**src/rtl/bit_pop_pkg.sv**
```systemverilog
// Shared definitions for the bit-population datapath.
//   deser_state_t : deserializer FSM state (IDLE, COLLECT)
//   len_w()       : width needed to hold a count of 0..width, also used to
//                   size the population counter's result.
package bit_pop_pkg;

    typedef enum logic {
        IDLE    = 1'b0,
        COLLECT = 1'b1
    } deser_state_t;

    function automatic int len_w(input int width);
        return $clog2(width + 1);
    endfunction

endpackage

```
**src/rtl/bit_stream_deserializer_if.sv**
```systemverilog
// Word-stream interface between a serial bit source, the deserializer and
// its parallel consumer.
//   data_i, data_val_i, last_i        : serial side (source -> deserializer)
//   data_o, data_len_o, data_val_o    : parallel side (deserializer -> consumer)
// modport master : the stimulus/source side
// modport slave  : the deserializer
interface bit_stream_deserializer_if #(
    parameter int WIDTH = 16
);
    import bit_pop_pkg::*;

    localparam int LEN_W = len_w(WIDTH);

    logic             data_i;
    logic             data_val_i;
    logic             last_i;
    logic [WIDTH-1:0] data_o;
    logic [LEN_W-1:0] data_len_o;
    logic             data_val_o;

    modport master (
        output data_i, data_val_i, last_i,
        input  data_o, data_len_o, data_val_o
    );

    modport slave (
        input  data_i, data_val_i, last_i,
        output data_o, data_len_o, data_val_o
    );

endinterface

```
**src/rtl/bit_stream_deserializer.sv**
```systemverilog
// Serial-to-parallel deserializer: packs one bit per valid cycle into a
// WIDTH-bit word and presents it with its length and a one-cycle valid pulse.
// A word ends on the WIDTH-th bit or on last_i, whichever comes first;
// partial words are zero-padded.
//
// Ports:
//   clk_i     : clock, rising edge
//   arst_n_i  : asynchronous active-low reset
//   bus       : bit_stream_deserializer_if.slave (serial in, word out)
//
// Build option:
//   DESER_LSB_FIRST_EN defined   -> n-th bit lands in data_o[n-1]
//   DESER_LSB_FIRST_EN undefined -> n-th bit lands in data_o[WIDTH-n]
//
// state   | meaning
// --------+------------------------------------
// IDLE    | no bits held, next bit starts a word
// COLLECT | 1..WIDTH-1 bits held
module bit_stream_deserializer
    import bit_pop_pkg::*;
#(
    parameter int WIDTH = 16
) (
    input  logic                       clk_i,
    input  logic                       arst_n_i,
    bit_stream_deserializer_if.slave   bus
);

    localparam int LEN_W = len_w(WIDTH);
    localparam int IDX_W = $clog2(WIDTH);

    deser_state_t     state;
    logic [WIDTH-1:0] asm_q;
    logic [LEN_W-1:0] cnt_q;

    logic [WIDTH-1:0] data_q;
    logic [LEN_W-1:0] len_q;
    logic             data_val_q;

    logic [WIDTH-1:0] asm_cur;
    logic [LEN_W-1:0] cnt_cur;
    logic [IDX_W-1:0] bit_idx;
    logic [WIDTH-1:0] asm_next;
    logic [LEN_W-1:0] cnt_inc;
    logic             word_done;

    // In IDLE nothing is held, so the word starts from a clean slate
    // regardless of what the assembly register contains.
    always_comb begin
        asm_cur = (state == COLLECT) ? asm_q : '0;
        cnt_cur = (state == COLLECT) ? cnt_q : '0;
        cnt_inc = cnt_cur + LEN_W'(1);
`ifdef DESER_LSB_FIRST_EN
        bit_idx = cnt_cur[IDX_W-1:0];
`else
        bit_idx = IDX_W'(WIDTH - 1) - cnt_cur[IDX_W-1:0];
`endif
        asm_next          = asm_cur;
        asm_next[bit_idx] = bus.data_i;
        word_done = bus.last_i || (cnt_inc == LEN_W'(WIDTH));
    end

    always_ff @(posedge clk_i or negedge arst_n_i) begin
        if (!arst_n_i) begin
            state      <= IDLE;
            asm_q      <= '0;
            cnt_q      <= '0;
            data_q     <= '0;
            len_q      <= '0;
            data_val_q <= 1'b0;
        end else begin
            data_val_q <= 1'b0;
            if (bus.data_val_i) begin
                if (word_done) begin
                    // Clear assembly on the completing edge so the very next
                    // bit opens a fresh word without a bubble.
                    data_q     <= asm_next;
                    len_q      <= cnt_inc;
                    data_val_q <= 1'b1;
                    asm_q      <= '0;
                    cnt_q      <= '0;
                    state      <= IDLE;
                end else begin
                    asm_q <= asm_next;
                    cnt_q <= cnt_inc;
                    state <= COLLECT;
                end
            end
        end
    end

    assign bus.data_o     = data_q;
    assign bus.data_len_o = len_q;
    assign bus.data_val_o = data_val_q;

endmodule

```
**src/flat_wrapper.sv**
```systemverilog
// flat-port wrapper written by rule: the top's interface ports become plain ports
module bit_stream_deserializer_flat import bit_pop_pkg::*;
#(
    parameter int WIDTH = 16
)
  (clk_i, arst_n_i, bus_data_i, bus_data_val_i, bus_last_i, bus_data_o, bus_data_len_o, bus_data_val_o);
  bit_stream_deserializer_if #(.WIDTH(WIDTH)) bus_i ();
  input  logic clk_i;
  input  logic arst_n_i;
  input wire logic [$bits(bus_i.data_i)-1:0] bus_data_i;
  input wire logic [$bits(bus_i.data_val_i)-1:0] bus_data_val_i;
  input wire logic [$bits(bus_i.last_i)-1:0] bus_last_i;
  output wire logic [$bits(bus_i.data_o)-1:0] bus_data_o;
  output wire logic [$bits(bus_i.data_len_o)-1:0] bus_data_len_o;
  output wire logic [$bits(bus_i.data_val_o)-1:0] bus_data_val_o;
  assign bus_i.data_i = bus_data_i;
  assign bus_i.data_val_i = bus_data_val_i;
  assign bus_i.last_i = bus_last_i;
  assign bus_data_o = bus_i.data_o;
  assign bus_data_len_o = bus_i.data_len_o;
  assign bus_data_val_o = bus_i.data_val_o;
  bit_stream_deserializer #(.WIDTH(WIDTH)) u_core (.clk_i(clk_i), .arst_n_i(arst_n_i), .bus(bus_i));
endmodule
```
**config.mk**
```make
export PLATFORM = sky130hd
export DESIGN_NAME = bit_stream_deserializer_flat
export DESIGN_NICKNAME = d
export VERILOG_FILES = /design/src/rtl/bit_pop_pkg.sv /design/src/rtl/bit_stream_deserializer_if.sv /design/src/rtl/bit_stream_deserializer.sv /design/src/flat_wrapper.sv
export SDC_FILE = /design/constraint.sdc
export NUM_CORES = 1
export LEC_CHECK = 0
export CORE_MARGIN = 2
export CORE_UTILIZATION = 56
export DETAILED_ROUTE_END_ITERATION = 16
export DONT_BUFFER_PORTS = 1
export GPL_TIMING_DRIVEN = 0
export PLACE_DENSITY = 0.71
export SYNTH_ARGS = -nofsm -noshare
export SYNTH_HDL_FRONTEND = slang
export SYNTH_SLANG_ARGS = --single-unit
```
**constraint.sdc**
```tcl
create_clock -name clk_i -period 8.7 [get_ports clk_i]
set_clock_uncertainty 0.15 [all_clocks]
set_input_delay 0.435 -clock clk_i [delete_from_list [all_inputs] [get_ports clk_i]]
set_output_delay 0.435 -clock clk_i [all_outputs]
set_load 0.1 [all_outputs]
```
* Word level (Yosys, flattened, before mapping)
Cells that the tools add are included.
** Operators by class
- Reductions and logical operators :: 3
- Equal/unequal tests :: 1
- Order comparisons :: 2
- $add $sub $neg :: 2
- Multiplexer cells :: 10
** Operator list (count)
- 16-bit two-way mux :: 2
- 16-bit bitwise mux :: 1
- 5-bit two-way mux :: 2
- 5-bit by 1-bit adder with 5-bit output, second input constant :: 1
- 5-bit == test, second input constant :: 1
- 4-bit by 5-bit less-than comparator with 1-bit output, second input constant :: 1
- 1-bit demux with 4-bit select :: 1
- 4-bit by 1-bit >= comparator with 1-bit output, second input constant :: 1
- 1-bit two-way mux :: 4
- 4-bit subtractor, first input constant :: 1
- 2-bit AND reduction :: 1
- 1-bit logical AND :: 1
- 1-bit logical OR :: 1
** Word-level totals
- Input bits :: 5
- Register bits :: 44
- Output and inout bits :: 22

* Depth between registers and ports, before layout
Gate-level depths: netlist of run 1.
- Depth in word-level cells :: 8
- Depth in mapped cells :: 10
- Gate-level depth less buffers :: 7

* Worst setup path before layout of run 1
OpenSTA, ideal clock, no wires.
- Path type :: register to register
- Start :: register u_core.state
- End :: register u_core.len_q[0], in the netlist u_core.bus.data_len_o[0]
- Buffers on the path :: 4
- Path slack :: 5.815 ns
- Stages on the path, launching flop included :: 11
- Arrival time :: 2.609 ns
- Period minus slack after synthesis :: 2.885 ns
- Library setup time :: 0.125 ns
- Path through :: dfrtp_1 -> clkbuf_1 -> clkbuf_1 -> and2_1 -> ha_1 -> buf_2 -> and4bb_1 -> a221oi_1 -> a311o_1 -> buf_6 -> mux2_4
** Between the ends
- Cells in the longest elaborated chain, start to end :: 5
** Ends and longest elaborated chain
- from (decl) :: RTL line bit_stream_deserializer.sv:32 : deser_state_t state;
- from (signal assigned) :: RTL line bit_stream_deserializer.sv:65 : state <= IDLE;
- from (signal assigned) :: RTL line bit_stream_deserializer.sv:82 : state <= IDLE;
- from (signal assigned) :: RTL line bit_stream_deserializer.sv:86 : state <= COLLECT;
- 5-bit two-way mux * :: RTL line bit_stream_deserializer.sv:51 : cnt_cur = (state == COLLECT) ? cnt_q : '0;
- 5-bit by 1-bit adder with 5-bit output * :: RTL line bit_stream_deserializer.sv:52 : cnt_inc = cnt_cur + LEN_W'(1);
- 5-bit == test :: RTL line bit_stream_deserializer.sv:60 : word_done = bus.last_i || (cnt_inc == LEN_W'(WIDTH));
- 1-bit logical OR :: RTL line bit_stream_deserializer.sv:60
- 2-bit AND reduction (no line)
- to (signal assigned) :: RTL line bit_stream_deserializer.sv:78 : len_q <= cnt_inc;
- to (decl) :: RTL line bit_stream_deserializer.sv:37 : logic [LEN_W-1:0] len_q;
Every way passes the cells marked *; elsewhere a longest branch is shown, timed or not.
A chain may end at the register's enable or synchronous reset.

* Worst setup path in the final report of run 1
- Start :: register u_core.state
- End :: register u_core.data_q[8], in the netlist u_core.bus.data_o[8]
** Between the ends
- Cells in the longest elaborated chain, start to end :: 7
- Elaborated cells on any way between the ends :: 13
** Ends and longest elaborated chain
- 5-bit two-way mux :: RTL line bit_stream_deserializer.sv:51
- 4-bit subtractor :: RTL line bit_stream_deserializer.sv:56 : bit_idx = IDX_W'(WIDTH - 1) - cnt_cur[IDX_W-1:0];
- 4-bit by 5-bit less-than comparator with 1-bit output (implied by the code) / 4-bit by 1-bit >= comparator with 1-bit output (equally long branches) :: RTL line bit_stream_deserializer.sv:59 : asm_next[bit_idx] = bus.data_i;
- 1-bit logical AND (implied by the code) :: RTL line bit_stream_deserializer.sv:59
- 1-bit two-way mux (implied by the code) :: RTL line bit_stream_deserializer.sv:59
- 1-bit demux with 4-bit select
- 16-bit bitwise mux :: RTL line bit_stream_deserializer.sv:59
- to (signal assigned) :: RTL line bit_stream_deserializer.sv:77 : data_q <= asm_next;
- to (decl) :: RTL line bit_stream_deserializer.sv:36 : logic [WIDTH-1:0] data_q;
Parallel ways exist; a longest one is shown, timed or not.

==> out/metrics.csv, run 1 <==
metric,value,unit
most frequent cells after synthesis,"dfrtp_1 (44), inv_1 (33), mux2i_1 (22)",
CTS max path bufs,2,
Peak VDD IR,0.0947,mV
placed standard-cell area,2360,µm²
post-CTS setup buffers,0,
RD Place Congestion,0.861,
IO Pins,27,
top post-synthesis cells by area,"dfrtp_1 (48%), mux2i_1 (9.6%), inv_1 (5.4%)",
register area,1100,µm²
Crit path max-delay family,buffers and inverters,
count of different cell masters after synthesis,35,
Via Count,1669,
row count,23,
synth-to-layout area growth,7.75,%
final worst path period need,3.49,ns
ratio of cells with drive above 1 in the final layout,0.0796,
Fmax achieved,0.286,GHz
crit path buf inv count,4,
number of diodes,0,
sequential share of power,0.608,
syn nets,227,
detailed-router iteration count before antenna repair,4,
setup ws final,5.21,ns
die height,68.0,µm
Layout Nets,236,
Worst Tran Pin Value,0.929,ns
synthesized cell area,2290,µm²
synthesized instance count,217,
Synthesis Warnings,0,
cell mode on critical path,clkbuf_1,
Mapped Avg Cell Area,10.6,µm²
DP HPWL,3450,µm
P_sw,126,µW
Pleak,1.16,nW
Synth async-reset ratio,1.00,
"Clk Latency, worst-skew pair",0.30,ns
post-route cell area,2470,µm²
grt ovf,0,
cell taking the most area after synthesis,dfrtp_1,
Num CTS Buffers,5,
CTS-repair resized insts,0,
final wirelength,5060,µm
cell-internal power,276,µW
number of max-cap violations,0,
core area,3970,µm²
setup TNS,0,ns
ANT nets after route,0,
startpoint types,flip-flop,
"Core Util, Final",0.622,
CP cell instances,"clkbuf_1, clkbuf_1, and2_1, ha_1, buf_2, and4bb_1, a221oi_1, a311o_1, buf_6, mux2_4",
RSZ-0062 raised after global routing,no,
"Top FF cell, synth",dfrtp_1,
CTS tree,yes,
clk sinks,44,
number of synthesized flops with an enable pin,0,
Crit-path slowest cell,clkbuf_1,
1st-iter DRT viols,116,
Switching Fraction,0.312,
register bit total from synthesis,44,
initial antenna violation count,0,
"Max FO, Critical Path",10,
Slew HR,0.381,
final non-filler cell total,276,
period utilization,0.401,
"count leader, synth",dfrtp_1,
dpl cells,267,
Slew Limit Fails,0,
clock-pin slew on the worst setup and hold paths,0.08,ns
CP arrival,3.53,ns
crit end category,flip-flop,
top cell type's share of synthesized area,0.480,
crit-path max cell delay,0.43,ns
Post-Place Setup Slack,5.29,ns
H-tree levels,2,
Post-CTS Hold Fix Bufs,2,
routed wire length per instance,18.3,µm
Gate power share,0.090,
Final Setup Violations,0,
WS Path Type,reg -> reg,
pwr/cell area,163,nW/µm²
vias per cell,6.05,
drt drc,0,
Hold Crit Class,in -> reg,
first-pass GRT wire length,8450,µm
"Hold Vio Cnt, Final",0,
clock group share of total power,0.302,
multi-input logic area,986,µm²
fill cell count,325,
Buffers on Ports,0,
largest net degree at the start of global routing,45,
die area,4620,µm²
vias in the first global route,1681,
Root Buffer,clkbuf_8,
Initial Utilization,0.578,
status,finished clean,
required time worst endpoint,8.74,ns
chip width,68.0,µm
sequential area share after synthesis,0.480,
All-Layer GR Usage,0.247,
-- cell type report --
class | count | share of cell area
sequential | 44 | 0.446
multi-input combinational | 122 | 0.399
inverter | 35 | 0.0532
buffer | 16 | 0.0304
clock buffer | 6 | 0.0294
tap | 50 | 0.0253
timing repair buffer | 2 | 0.0152
clock inverter | 1 | 0.00203
-- power groups by stage --
stage                     sequential [mW]  combinational (mW)  clock (mW)
final                               0.244              0.0361       0.121
after global routing                0.245              0.0402       0.133
after detailed placement            0.249              0.0303           0
after global placement              0.248              0.0294           0
after CTS                           0.245              0.0365       0.123
after floorplan                     0.248              0.0226           0
-- state kept, by name, indices dropped and copies added (netlist names) --
name / cells
u_core.state: 1
u_core.asm_q: 16
u_core.bus.data_val_o: 1
u_core.cnt_q: 5
u_core.bus.data_o: 16
u_core.bus.data_len_o: 5
-- path summary, 6_finish.rpt --
check | from | to | slack (ns) | depth (start not counted)
min in group asynchronous | arst_n_i | u_core.bus.data_o[9] | 0.49 | 2
max in group asynchronous | arst_n_i | u_core.bus.data_len_o[4] | 7.71 | 2
setup reg to reg | u_core.state | u_core.bus.data_o[8] | 5.21 | 10
setup / recovery | u_core.state | u_core.bus.data_o[8] | 5.21 | 10
hold / removal | bus_last_i | u_core.cnt_q[1] | 0.09 | 1
hold reg to reg | u_core.asm_q[11] | u_core.asm_q[11] | 0.35 | 1
-- layer usage --
| metal | vias to the layer above | track usage | part of all wire |
|---|---|---|---|
| li1 | 785 | - | - |
| met1 | 830 | 0.338 | 0.46 |
| met2 | 48 | 0.383 | 0.48 |
| met3 | 6 | 0.0526 | 0.049 |
| met4 | 0 | 0.0975 | 0.012 |
| met5 | - | 0 | 0 |
-- metrics by stage --
step | power (mW) | hold WS [ns]
after floorplan | 0.270 | -0.0106
after global placement | 0.278 | -0.00959
after detailed placement | 0.279 | -0.00963
after CTS | 0.405 | 0.0892
after global routing | 0.419 | 0.105
final | 0.402 | 0.0948
-- cells by family after synthesis --
family	after synthesis	share of synthesized area
xor gates and xnor gates	4	0.0153
adders and majority gates	5	0.0273
and+or+nand+nor	43	0.108
DFF	44	0.480
buffers and inverters	51	0.0900
AOI/OAI and AO/OA	42	0.144
muxes	28	0.135
-- layout by cell type, fill, tap and decap left out, types with 2 or more instances in the layout --
master | synthesis | routed
nand2b_1 | 5 | 5
clkbuf_8 | 0 | 5
o21ai_0 | 3 | 3
a21oi_1 | 4 | 4
a32oi_1 | 5 | 5
or3_1 | 4 | 4
nor2_1 | 7 | 7
o32ai_1 | 14 | 14
o2bb2ai_1 | 6 | 6
nand2_1 | 11 | 11
nand3_1 | 2 | 2
a31oi_1 | 3 | 3
inv_1 | 33 | 33
ha_1 | 5 | 5
dfrtp_1 | 44 | 44
mux2i_1 | 22 | 22
clkbuf_1 | 10 | 11
clkinv_1 | 2 | 2
mux2_4 | 6 | 6
buf_2 | 3 | 3
xnor2_1 | 3 | 3
nand3b_1 | 8 | 8
and4_1 | 4 | 4
No activity file was read; power rests on OpenSTA's default activity.
==> inputs of run 2 (changes only) <==
==> constraint.sdc (replaced) <==
create_clock -name clk_i -period 3.3 [get_ports clk_i]
set_clock_uncertainty 0.15 [all_clocks]
set_input_delay 0.165 -clock clk_i [delete_from_list [all_inputs] [get_ports clk_i]]
set_output_delay 0.165 -clock clk_i [all_outputs]
set_load 0.1 [all_outputs]
==> out/metrics.csv, run 2 (synthesis gave the netlist of run 1 again) <==
metric,value,unit
status,finished clean,
ratio of cells with drive above 1 in the final layout,0.0925,
CP arrival,3.13,ns
ANT nets after route,0,
All-Layer GR Usage,0.249,
Root Buffer,clkbuf_8,
largest net degree at the start of global routing,45,
core area,3970,µm²
Layout Nets,237,
DP HPWL,3450,µm
row count,23,
Fmax achieved,0.323,GHz
1st-iter DRT viols,111,
WS Path Type,reg -> reg,
Crit-path slowest cell,dfrtp_1,
cell mode on critical path,clkbuf_2,
Slew Limit Fails,0,
"Max FO, Critical Path",10,
Initial Utilization,0.578,
detailed-router iteration count before antenna repair,4,
most frequent cells in the layout,"dfrtp_1 (44), inv_1 (33), mux2i_1 (22)",
Hold Crit Class,in -> reg,
IO Pins,27,
Buffers on Ports,0,
post-CTS setup buffers,0,
Final Setup Violations,0,
Peak VDD IR,0.250,mV
clock-pin slew on the worst setup and hold paths,0.08,ns
Hold Path End,u_core.cnt_q[1],
grt ovf,0,
Pleak,1.17,nW
"Hold Vio Cnt, Final",0,
Num CTS Buffers,5,
required time worst endpoint,3.34,ns
reg-to-reg critical path endpoint,u_core.bus.data_o[8],
final worst path period need,3.09,ns
worst hold slack,0.0448,ns
CTS tree,yes,
"Clk Latency, worst-skew pair",0.30,ns
drt drc,0,
pwr/cell area,427,nW/µm²
clk sinks,44,
chip width,68.0,µm
startpoint types,flip-flop,
Worst Hold Depth,2,
vias in the first global route,1686,
dpl cells,267,
CP cell instances,"clkbuf_2, clkbuf_2, and2_1, ha_1, buf_2, and4bb_1, a221oi_2, a311o_1, buf_6, mux2_4",
placed standard-cell area,2360,µm²
slack of the worst reg-to-reg path,0.21,ns
RSZ-0062 raised after global routing,no,
RR Startpoint,u_core.state,
number of diodes,0,
RD Place Congestion,0.861,
fill cell count,321,
crit-path max cell delay,0.43,ns
routed wire length per instance,18.5,µm
R2R depth,10,
H-tree levels,2,
final wirelength,5120,µm
number of max-cap violations,0,
vias per cell,6.00,
first-pass GRT wire length,8510,µm
Via Count,1661,
register area,1100,µm²
crit end category,flip-flop,
period utilization,0.938,
die height,68.0,µm
CTS max path bufs,2,
Worst Tran Pin Value,0.929,ns
die area,4620,µm²
synth-to-layout area growth,8.57,%
"most common cell after layout, fill and taps aside",dfrtp_1,
Hold Path Origin,bus_data_val_i,
multi-input logic area,992,µm²
Slew HR,0.381,
post-route cell area,2490,µm²
total power,1.06,mW
initial antenna violation count,0,
final non-filler cell total,277,
## run 2: changes by cell type in the layout (fill, tap and decap cells not counted), sizes merged
cell,change
dlygate4sd3,+1
## run 2: cell type report
class,instances,share of cell area
well taps,50,0.0251
multi-input cells,122,0.398
flip-flops and latches,44,0.442
clock buffers,6,0.0291
inverters,35,0.0528
plain buffers,16,0.0312
repair buffers,3,0.0191
clock inverters,1,0.00201
## run 2: critical path, delay by kind of cell (launching register included)
family / cells / cell delay [ns]
simple gates: 2 / 0.50
buf+inv: 4 / 0.94
mux: 1 / 0.31
compound gates: 2 / 0.49
fa+ha+maj: 1 / 0.16
flops: 1 / 0.43
## run 2: per-layer routing
layer,up-vias,global-route usage,part of all wire
li1,787,-,-
met1,831,0.343,0.45
met2,38,0.385,0.49
met3,5,0.0526,0.041
met4,0,0.0975,0.012
met5,-,0,0
## run 2: how the worst max path moves through the flow
stage / from / end / slack [ns]
2_1_floorplan: u_core.state / u_core.bus.data_len_o[0] / 0.42
3_3_place_gp: u_core.state / u_core.bus.data_o[10] / -0.06
3_5_place_dp: u_core.state / u_core.bus.data_o[11] / -0.11
4_1_cts: u_core.state / u_core.bus.data_len_o[0] / 0.02
6_report: u_core.state / u_core.bus.data_o[8] / 0.21
5_1_grt: u_core.state / u_core.asm_q[3] / 0.02
## run 2: what timing repair did
action                     in CTS  in global routing
gates resized for setup         1                  3
hold buffers                    3                  0
setup endpoints to repair      17                 40
hold endpoints to repair       47                  0
## run 2: power by group
group / internal (mW) / switching (mW)
Clock: 0.144 / 0.176
Sequential: 0.553 / 0.0916
Combinational: 0.0331 / 0.0643
## run 2: metrics by stage
stage	utilization	setup TNS [ns]	worst slack, ns
after global placement	0.593	-0.373	-0.0629
after CTS	0.625	0	0.0170
after detailed placement	0.593	-0.893	-0.114
after floorplan	-	0	0.415
final	0.627	0	0.205
after global routing	0.627	0	0.0196
==> inputs of run 3 (changes only) <==
--- a/config.mk
+++ b/config.mk
@@ -5,12 +5,15 @@
 export SDC_FILE = /design/constraint.sdc
 export NUM_CORES = 1
 export LEC_CHECK = 0
+export CELL_PAD_IN_SITES_DETAIL_PLACEMENT = 2
+export CELL_PAD_IN_SITES_GLOBAL_PLACEMENT = 2
 export CORE_MARGIN = 2
-export CORE_UTILIZATION = 56
+export CORE_UTILIZATION = 41
 export DETAILED_ROUTE_END_ITERATION = 16
 export DONT_BUFFER_PORTS = 1
 export GPL_TIMING_DRIVEN = 0
-export PLACE_DENSITY = 0.71
+export MAX_ROUTING_LAYER = met4
+export PLACE_DENSITY_LB_ADDON = 0.1
 export SYNTH_ARGS = -nofsm -noshare
 export SYNTH_HDL_FRONTEND = slang
 export SYNTH_SLANG_ARGS = --single-unit
==> out/metrics.csv, run 3 (synthesis gave the netlist of run 1 again) <==
metric,value,unit
status,finished clean,
startpoint types,flip-flop,
core area,5440,µm²
Post-Place Setup Slack,-0.285,ns
"most common cell after layout, fill and taps aside",dfrtp_1,
Final Setup Violations,0,
first-pass GRT wire length,10700,µm
detailed-router iteration count before antenna repair,4,
"Max FO, Critical Path",10,
R2R depth,10,
Hold Path Origin,bus_last_i,
Peak VDD IR,0.186,mV
crit end category,flip-flop,
RR Startpoint,u_core.state,
ratio of cells with drive above 1 in the final layout,0.101,
Via Count,1736,
die area,6210,µm²
drt drc,0,
multi-input logic area,992,µm²
H-tree levels,2,
Slew Limit Fails,0,
Buffers on Ports,0,
synth-to-layout area growth,10.7,%
CP arrival,3.18,ns
Root Buffer,clkbuf_8,
IO Pins,27,
setup ws final,0.166,ns
Worst Tran Pin Value,0.938,ns
number of max-cap violations,0,
Layout Nets,237,
grt ovf,0,
DP HPWL,4320,µm
WS Path Type,reg -> reg,
Worst Hold Depth,4,
dpl cells,289,
Hold Path End,u_core.asm_q[9],
Num CTS Buffers,5,
initial antenna violation count,0,
post-CTS setup buffers,0,
CTS max path bufs,2,
setup TNS,0,ns
ANT nets after route,0,
pwr/cell area,440,nW/µm²
Slew HR,0.375,
final non-filler cell total,299,
final wirelength,6360,µm
required time worst endpoint,3.34,ns
clk sinks,44,
worst hold slack,0.0470,ns
period utilization,0.950,
All-Layer GR Usage,0.234,
register area,1100,µm²
"Core Util, Final",0.467,
vias per cell,5.81,
most frequent cells in the layout,"dfrtp_1 (44), inv_1 (33), mux2i_1 (22)",
CTS tree,yes,
RD Place Congestion,0.828,
row count,27,
"Clk Latency, worst-skew pair",0.30,ns
Initial Utilization,0.422,
largest net degree at the start of global routing,45,
final worst path period need,3.13,ns
number of diodes,0,
slack of the worst reg-to-reg path,0.17,ns
Pleak,1.19,nW
"Hold Vio Cnt, Final",0,
Fmax achieved,0.319,GHz
clock-pin slew on the worst setup and hold paths,0.08,ns
chip width,78.8,µm
worst setup path start,u_core.state,
1st-iter DRT viols,95,
Hold Crit Class,in -> reg,
die height,78.8,µm
routed wire length per instance,21.3,µm
vias in the first global route,2042,
fill cell count,555,
reg-to-reg critical path endpoint,u_core.bus.data_o[9],
run 3: power breakdown:
group | switching (mW) | internal [mW] | total (mW)
registers | 0.0925 | 0.553 | 0.645
clock network | 0.184 | 0.187 | 0.371
logic | 0.0682 | 0.0338 | 0.102
run 3: how the worst max path moves through the flow:
stage / slack, ns / to
global route: -0.02 / u_core.bus.data_o[10]
floorplan: 0.42 / u_core.bus.data_len_o[0]
global placement: -0.27 / u_core.bus.data_o[11]
finish: 0.17 / u_core.bus.data_o[9]
detailed placement: -0.29 / u_core.bus.data_o[9]
CTS: 0.02 / u_core.bus.data_o[9]
run 3: area by class of cell:
type,count,area share
buffer,16,0.0320
clock buffer,7,0.0379
multi-input combinational,122,0.391
timing repair buffer,3,0.0187
tap,72,0.0355
sequential,44,0.433
inverter,35,0.0517
run 3: what timing repair did:
item                                   4_1_cts  5_1_grt
endpoints found under the hold margin       47        0
setup endpoints to repair                   40       38
gates resized for setup                      2        6
hold buffers                                 3        0
gates cloned                                 0        0
run 3: worst max-delay path, stage by stage (launching register included):
cell and delay (ns):
dfrtp_1 0.44, clkbuf_4 0.26, buf_2 0.25, and2_1 0.24, ha_1 0.18, buf_2 0.23
and4bb_1 0.27, a221oi_2 0.27, a311o_1 0.21, buf_6 0.20, mux2_4 0.31
run 3: routing by layer:
layer / GRT usage / up-vias / share of wire
li1: - / 779 / -
met2: 0.377 / 30 / 0.51
met1: 0.295 / 912 / 0.44
met5: - / - / 0
met4: 0.0860 / 0 / 0.021
met3: 0.0420 / 15 / 0.026
run 3: stage by stage:
step           area (µm²)  power [mW]
2_1_floorplan        2290       0.712
3_3_place_gp         2380       0.737
3_5_place_dp         2380       0.741
4_1_cts              2530        1.13
5_1_grt              2540        1.16
6_report             2540        1.12
